--- src/rtl/de4_sysid_read_timer.sv ---
// Down-counter with terminal-count flag; times both read responses and the retry gap.
module de4_sysid_read_timer #(
  parameter int CNT_W = 10
) (
  input  logic             clock,
  input  logic             reset,
  input  logic             load,
  input  logic [CNT_W-1:0] load_val,
  input  logic             enable,
  output logic             expired
);

  logic [CNT_W-1:0] count;

  always_ff @(posedge clock or posedge reset) begin
    if (reset) begin
      count <= '0;
    end else if (load) begin
      count <= load_val;
    end else if (enable && (count != '0)) begin
      count <= count - CNT_W'(1);
    end
  end

  assign expired = (count == '0);

endmodule

--- config.mk ---
export PLATFORM = sky130hd
export DESIGN_NAME = de4_sysid_read_timer
export DESIGN_NICKNAME = d
export VERILOG_FILES = /design/src/rtl/de4_sysid_read_timer.sv
export SDC_FILE = /design/constraint.sdc
export NUM_CORES = 1
export LEC_CHECK = 0
export BUFFER_PORTS_ARGS = -buffer_cell sky130_fd_sc_hd__buf_2
export CAP_MARGIN = 20
export CORE_AREA = 2 2 39 41
export CTS_CLUSTER_SIZE = 24
export DETAILED_ROUTE_END_ITERATION = 10
export DIE_AREA = 0 0 41 43
export PLACE_DENSITY = 0.82
export SKIP_LAST_GASP = 1
export SYNTH_ARGS = -nofsm -noshare
export SYNTH_HDL_FRONTEND = slang
export SYNTH_SLANG_ARGS = --single-unit
--- constraint.sdc ---
create_clock -name clock -period 4.15 [get_ports clock]
set_input_delay 1.0375 -clock clock [delete_from_list [all_inputs] [get_ports clock]]
set_output_delay 1.0375 -clock clock [all_outputs]
set_load 0.03 [all_outputs]
==> metrics, run 1 <==
status=finished, final reports clean; maximum number of pins on one net before global-route repair=21; DRC viols=0; top fanout value on the critical path=6; IR Drop Worst-Case VDD=0.2247 mV; DP Worst Slack=1.729 ns; Post-CTS Repair Setup Buffers=0; most used flip-flop cell after synthesis=sky130_fd_sc_hd__dfrtp_1; total of flip-flops plus latches after synthesis=10; post-route cell area=774.5 µm²; Antenna diodes=0; Yosys top cell by area=sky130_fd_sc_hd__dfrtp_1; mean instance size in the synthesized netlist=9.502 µm²; slowest cell on the critical path=sky130_fd_sc_hd__nor4_2; sequential area share after synthesis=0.3817; largest buffer count on any clock path=2; cell family with most CP delay=simple AND/OR/NAND/NOR gates; count of port buffers added during placement=14; Largest register FFs=10; Largest stage delay, worst path=0.53 ns; Tmin final=2.713 ns; worst setup path category=reg2out; Worst Clk Skew=0.008326 ns; die outline area=1763 µm²; reg-to-reg setup timing slack=2.43 ns; met1 routed wirelength after detailed routing=589 µm; EDFF count, synth=0; portion of synthesized cell area occupied by the leading cell type=0.3817; height of the die=43 µm; Yosys warning total=0; Net Count, Synth=84; worst setup path endpoint=expired; register with the highest flop count=count; Worst Reg-to-Reg Cells=4; overall power of the completed layout=273.1 µW; Final setup viols=0; initial drt markers=8; Final WS setup=1.437 ns; level count of the clock H-tree=1; horizontal die dimension=41 µm; post-detailed-route wirelength per cell=12.56 µm; launch point of the worst path=count[5]$_DFFE_PP0P_; antenna-violating nets left=0; starting utilization of the core area=0.4738; placed cell areas=738.2 µm²; number of distinct library cell variants in the gate-level netlist after synthesis=32; max-slew violation count=0; data arrival time of the critical path=1.68 ns; static leakage power=0.3447 nW; worst r2r src=count[5]$_DFFE_PP0P_; total number of vias=557; critical-path cell list=nor4_2, nand4_1, inv_1, buf_2; critical path startpoint category=register; CTS tree=done; synth top area cells=sky130_fd_sc_hd__dfrtp_1 38%, sky130_fd_sc_hd__o21ai_1 4.6%, sky130_fd_sc_hd__nand2_1 4.6%, sky130_fd_sc_hd__inv_1 4.0%, sky130_fd_sc_hd__a21oi_1 3.1%; headroom to the max-slew limit=0.6581; post-detailed-route via-to-cell ratio=5.515; I/O pin count=15; Post-layout nets=101; area added between synthesis and finish=18.13%; final RePlAce weighted congestion=0.8244; number of hold-slack violations in the final timing report=0; RSZ-0062 raised after global routing=no; Clk pin slew, worst setup/hold paths=0.07 ns; overall routed net length=1.269 mm; aggregate global-route resource usage=0.1847; # hold bufs at CTS=0; Post-Layout Cell Count=101; via count of the first global-routing pass=522; GRT Residual Overflow=0; CP Capture Type=output port; required time worst endpoint=3.11 ns; master cell of the clock root buffer=sky130_fd_sc_hd__clkbuf_4; instance count after placement with tap cells included=97; wire length of the first global-routing pass=2.104 mm; setup total negative slack=0 ns; uppermost layer routed=met4; Final HPWL DP=992 µm; area of the core region=1384 µm²; Gates resized, CTS repair=0; Std-Cell Rows=14; DRT Pass-1 Iters=4; buffer and inverter count on the worst path=2; number of instances in the synthesized netlist=69; post-synthesis instance area=655.6 µm²; worst slew pin tran=0.5086 ns; TritonCTS buffer count=3; post-layout utilization of the core=0.5597; Max Cap Viol=0; number of antenna violations at the first check in global routing=0; Hold/Removal Path Class=reg2reg; CP Depth=4; fraction of registers with async set or reset after synthesis=1.000; maximum clock frequency=0.3686 GHz; Final period util=0.6537; Worst Hold Slack=0.6235 ns; met2 wire len=612 µm; Clock Latency Late Sink=0.26 ns; number of clock sinks=10; Power Density=352.6 nW/µm²; FF-to-FF End=count[1]$_DFFE_PP0P_; largest registers=count x10; fraction of layout cells with a size suffix above 1=0.3059; wire length on met3=34 µm
## cells in the final DEF, fill, tap and decap left out, types with 2 or more instances in the layout
cell,instances
sky130_fd_sc_hd__a21oi_1,4
sky130_fd_sc_hd__buf_2,14
sky130_fd_sc_hd__clkbuf_4,3
sky130_fd_sc_hd__dfrtp_1,10
sky130_fd_sc_hd__inv_1,7
sky130_fd_sc_hd__mux2i_1,2
sky130_fd_sc_hd__nand2_1,8
sky130_fd_sc_hd__nand4_1,3
sky130_fd_sc_hd__nor3b_1,2
sky130_fd_sc_hd__o21ai_1,6
sky130_fd_sc_hd__xnor2_1,2
sky130_fd_sc_hd__xor2_1,2
## report_power, final
part	leakage (nW)	total, mW	internal (mW)	switching [mW]
combinational	0.203	0.0625	0.0279	0.0346
clock	0.0210	0.0867	0.0532	0.0335
sequential	0.121	0.124	0.109	0.0151
## layer usage
layer  GRT usage  up-vias
li1            -      284
met1      0.2407      260
met2      0.2594        9
met3     0.04712        4
met4      0.1200        0
met5           0        -
## worst min-delay path by stage
stage                               from                   end  slack, ns  cells past startpoint
finish              count[0]$_DFFE_PP0P_  count[0]$_DFFE_PP0P_       0.62                      2
global route        count[7]$_DFFE_PP0P_  count[7]$_DFFE_PP0P_       0.67                      2
CTS                 count[0]$_DFFE_PP0P_  count[0]$_DFFE_PP0P_       0.63                      2
detailed placement  count[0]$_DFFE_PP0P_  count[0]$_DFFE_PP0P_       0.62                      2
global placement    count[0]$_DFFE_PP0P_  count[0]$_DFFE_PP0P_       0.61                      2
floorplan           count[0]$_DFFE_PP0P_  count[0]$_DFFE_PP0P_       0.58                      2
## area by class of cell
type / instances / area (µm²)
clock buffer: 4 / 36.28
sequential: 10 / 250.2
tap: 16 / 20.02
timing repair buffer: 14 / 70.07
inverter: 7 / 26.28
fill: 128 / 609.3
multi-input combinational: 50 / 371.6
## synthesized netlist by cell type (2+ instances only)
library cell	instances
sky130_fd_sc_hd__o21ai_1	6
sky130_fd_sc_hd__nor3b_1	2
sky130_fd_sc_hd__mux2i_1	2
sky130_fd_sc_hd__nand4_1	3
sky130_fd_sc_hd__dfrtp_1	10
sky130_fd_sc_hd__inv_1	7
sky130_fd_sc_hd__clkbuf_1	2
sky130_fd_sc_hd__a21oi_1	4
sky130_fd_sc_hd__xnor2_1	2
sky130_fd_sc_hd__nand2_1	8
sky130_fd_sc_hd__xor2_1	2
## worst min-delay path: stages, from the launching register on
cell	delay, ns
sky130_fd_sc_hd__dfrtp_1	0.40
sky130_fd_sc_hd__xnor2_1	0.13
sky130_fd_sc_hd__o21ai_1	0.06
## logic make-up (layout without fill, tap and decap cells)
logic type | Yosys count | count (layout) | share of synthesized area
DFF | 10 | 10 | 0.3817
and+or+nand+nor | 22 | 22 | 0.2195
muxes | 3 | 3 | 0.04771
AOI/OAI and AO/OA | 20 | 20 | 0.2271
xor gates and xnor gates | 4 | 4 | 0.05344
adders and majority gates | 1 | 1 | 0.01908
buffers and inverters | 9 | 25 | 0.05154
No activity file was read; power rests on OpenSTA's default activity.
==> inputs of run 2 (changes only) <==
--- a/config.mk
+++ b/config.mk
@@ -7,11 +7,11 @@
 export LEC_CHECK = 0
 export BUFFER_PORTS_ARGS = -buffer_cell sky130_fd_sc_hd__buf_2
 export CAP_MARGIN = 20
-export CORE_AREA = 2 2 39 41
+export CORE_MARGIN = 2
+export CORE_UTILIZATION = 46
 export CTS_CLUSTER_SIZE = 24
 export DETAILED_ROUTE_END_ITERATION = 10
-export DIE_AREA = 0 0 41 43
-export PLACE_DENSITY = 0.82
+export PLACE_DENSITY = 0.8
 export SKIP_LAST_GASP = 1
 export SYNTH_ARGS = -nofsm -noshare
 export SYNTH_HDL_FRONTEND = slang
==> constraint.sdc (replaced) <==
create_clock -name clock -period 2.29 [get_ports clock]
set_input_delay 0.5725 -clock clock [delete_from_list [all_inputs] [get_ports clock]]
set_output_delay 0.5725 -clock clock [all_outputs]
set_load 0.03 [all_outputs]
==> metrics, run 2 (synthesized netlist as in run 1, its figures left out) <==
worst setup path category=reg2out; number of clock sinks=10 (unchanged); die outline area=1743 µm² (-1.1%); aggregate global-route resource usage=0.1692 (-0.01546); area added between synthesis and finish=18.13% (unchanged); final RePlAce weighted congestion=0.8039 (-2.5%); post-detailed-route wirelength per cell=12.60 µm (+0.32%); Post-CTS Repair Setup Buffers=0 (unchanged); Clock Latency Late Sink=0.26 ns (about the same); Final WS setup=0.2630 ns (-1.174 ns); number of antenna violations at the first check in global routing=0 (unchanged); placed cell areas=752.0 µm² (+1.9%); Max Cap Viol=0 (unchanged); CP Capture Type=output port; Seq pwr share=0.490 (+0.036); setup total negative slack=0 ns (unchanged); post-route cell area=774.5 µm² (unchanged); initial drt markers=5 (-3); Clk pin slew, worst setup/hold paths=0.06 ns (about the same); net switching power figure=145.1 µW (+74%); Final HPWL DP=991.9 µm (about the same); static leakage power=0.3480 nW (+0.95%); starting utilization of the core area=0.4976 (+0.02385); CTS tree=done; Antenna diodes=0 (unchanged); worst slew pin tran=0.3888 ns (-0.1197 ns); overall power of the completed layout=458.0 µW (+68%); Worst Hold Slack=0.2768 ns (-0.3467 ns); Largest register FFs=10 (unchanged); number of hold-slack violations in the final timing report=0 (unchanged); level count of the clock H-tree=1 (unchanged); Worst Clk Skew=0.0009112 ns (-0.007415 ns); DRT Pass-1 Iters=4 (unchanged); Clk network pwr share=0.253 (-0.065); I/O pin count=15 (unchanged); critical path startpoint category=register; maximum number of pins on one net before global-route repair=21 (unchanged); TritonCTS buffer count=3 (unchanged); post-detailed-route via-to-cell ratio=5.673 (+2.9%); required time worst endpoint=1.72 ns (-1.39 ns); DP Worst Slack=0.5368 ns (-1.192 ns); layout filler cell count=125 (-2.3%); master cell of the clock root buffer=sky130_fd_sc_hd__clkbuf_4; top fanout value on the critical path=6 (unchanged); most common cell after layout, fill and taps aside=sky130_fd_sc_hd__buf_2; overall routed net length=1.273 mm (+0.32%); status=finished, final reports clean; wire length of the first global-routing pass=2.270 mm (+7.9%); Hold/Removal Path Class=in2async; Std-Cell Rows=13 (-1); largest registers=count x10; max-slew violation count=0 (unchanged); IR Drop Worst-Case VDD=0.2813 mV (+25%); sw frac=0.3169 (+0.01205); data arrival time of the critical path=1.45 ns (-0.23 ns); Tmin final=2.027 ns; count of port buffers added during placement=14 (unchanged); # hold bufs at CTS=0 (unchanged); Comb power frac=0.257 (+0.028); height of the die=41.75 µm (-2.9%); via count of the first global-routing pass=544 (+4.2%); Power Density=591.4 nW/µm² (+68%); register with the highest flop count=count; DRC viols=0 (unchanged); Final setup viols=0 (unchanged); antenna-violating nets left=0 (unchanged); GRT Residual Overflow=0 (unchanged); headroom to the max-slew limit=0.7397 (+0.08151); design internal power=312.9 µW (+65%); fraction of layout cells with a size suffix above 1=0.3140 (+0.008071); Post-layout nets=103 (+2.0%); RSZ-0062 raised after global routing=no; Gates resized, CTS repair=0 (unchanged); maximum clock frequency=0.4933 GHz; Final period util=0.8852; horizontal die dimension=41.75 µm (+1.8%); largest buffer count on any clock path=2 (unchanged); area of the core region=1318 µm² (-4.8%); most used cells in the layout excluding fill and tap cells=14 x sky130_fd_sc_hd__buf_2, 10 x sky130_fd_sc_hd__dfrtp_1, 8 x sky130_fd_sc_hd__nand2_1; total number of vias=573 (+2.9%)
## run 2: cell count changes in the layout (fill, tap and decap cells not counted)
cell / previous run / this run
sky130_fd_sc_hd__buf_4: 0 / 2
sky130_fd_sc_hd__clkbuf_8: 1 / 0
## run 2: final timing paths
check	from	endpoint	slack, ns	cells after the start
min in group clock	load_val[4]	count[4]$_DFFE_PP0P_	0.51	2
worst max-delay path	count[5]$_DFFE_PP0P_	expired	0.26	4
max in group asynchronous	reset	count[4]$_DFFE_PP0P_	1.74	2
worst min-delay path	reset	count[6]$_DFFE_PP0P_	0.28	2
worst min register to register	count[0]$_DFFE_PP0P_	count[0]$_DFFE_PP0P_	0.63	2
worst max register to register	count[5]$_DFFE_PP0P_	count[1]$_DFFE_PP0P_	0.64	5
## run 2: routing by layer
metal  vias to the layer above  part of all wire  routed length, µm  global-route usage
met5                         -                 0                  0                   0
met4                         0                 0                  0             0.05806
met3                         0             0.035                 44             0.04348
met2                        11              0.52                656              0.2813
met1                       271              0.45                573              0.2108
li1                        291                 -                  -                   -
## run 2: per-stage QoR
stage / utilization / instances
finish: 0.5878 / 101
CTS: 0.5878 / 101
floorplan: - / 69
detailed placement: 0.5708 / 98
global placement: 0.5708 / 98
global route: 0.5878 / 101
## run 2: power groups by stage
| stage | clock network (mW) | registers, mW | logic (mW) |
|---|---|---|---|
| after global placement | 0 | 0.226 | 0.114 |
| after floorplan | 0 | 0.222 | 0.0862 |
| after CTS | 0.121 | 0.224 | 0.118 |
| after detailed placement | 0 | 0.227 | 0.117 |
| after global routing | 0.129 | 0.229 | 0.135 |
| final | 0.116 | 0.224 | 0.118 |
## run 2: layout make-up
class / instances / area (µm²) / share of cell area
well taps: 15 / 18.77 / 0.02423
clock buffers: 3 / 22.52 / 0.02908
repair buffers: 16 / 85.08 / 0.1099
inverters: 7 / 26.28 / 0.03393
flip-flops and latches: 10 / 250.2 / 0.3231
multi-input cells: 50 / 371.6 / 0.4798
## run 2: worst max-delay path: stages, from the launching register on
cell and delay (ns):
sky130_fd_sc_hd__dfrtp_1 0.45, sky130_fd_sc_hd__nor4_2 0.34, sky130_fd_sc_hd__nand4_1 0.15, sky130_fd_sc_hd__inv_1 0.07, sky130_fd_sc_hd__buf_2 0.18
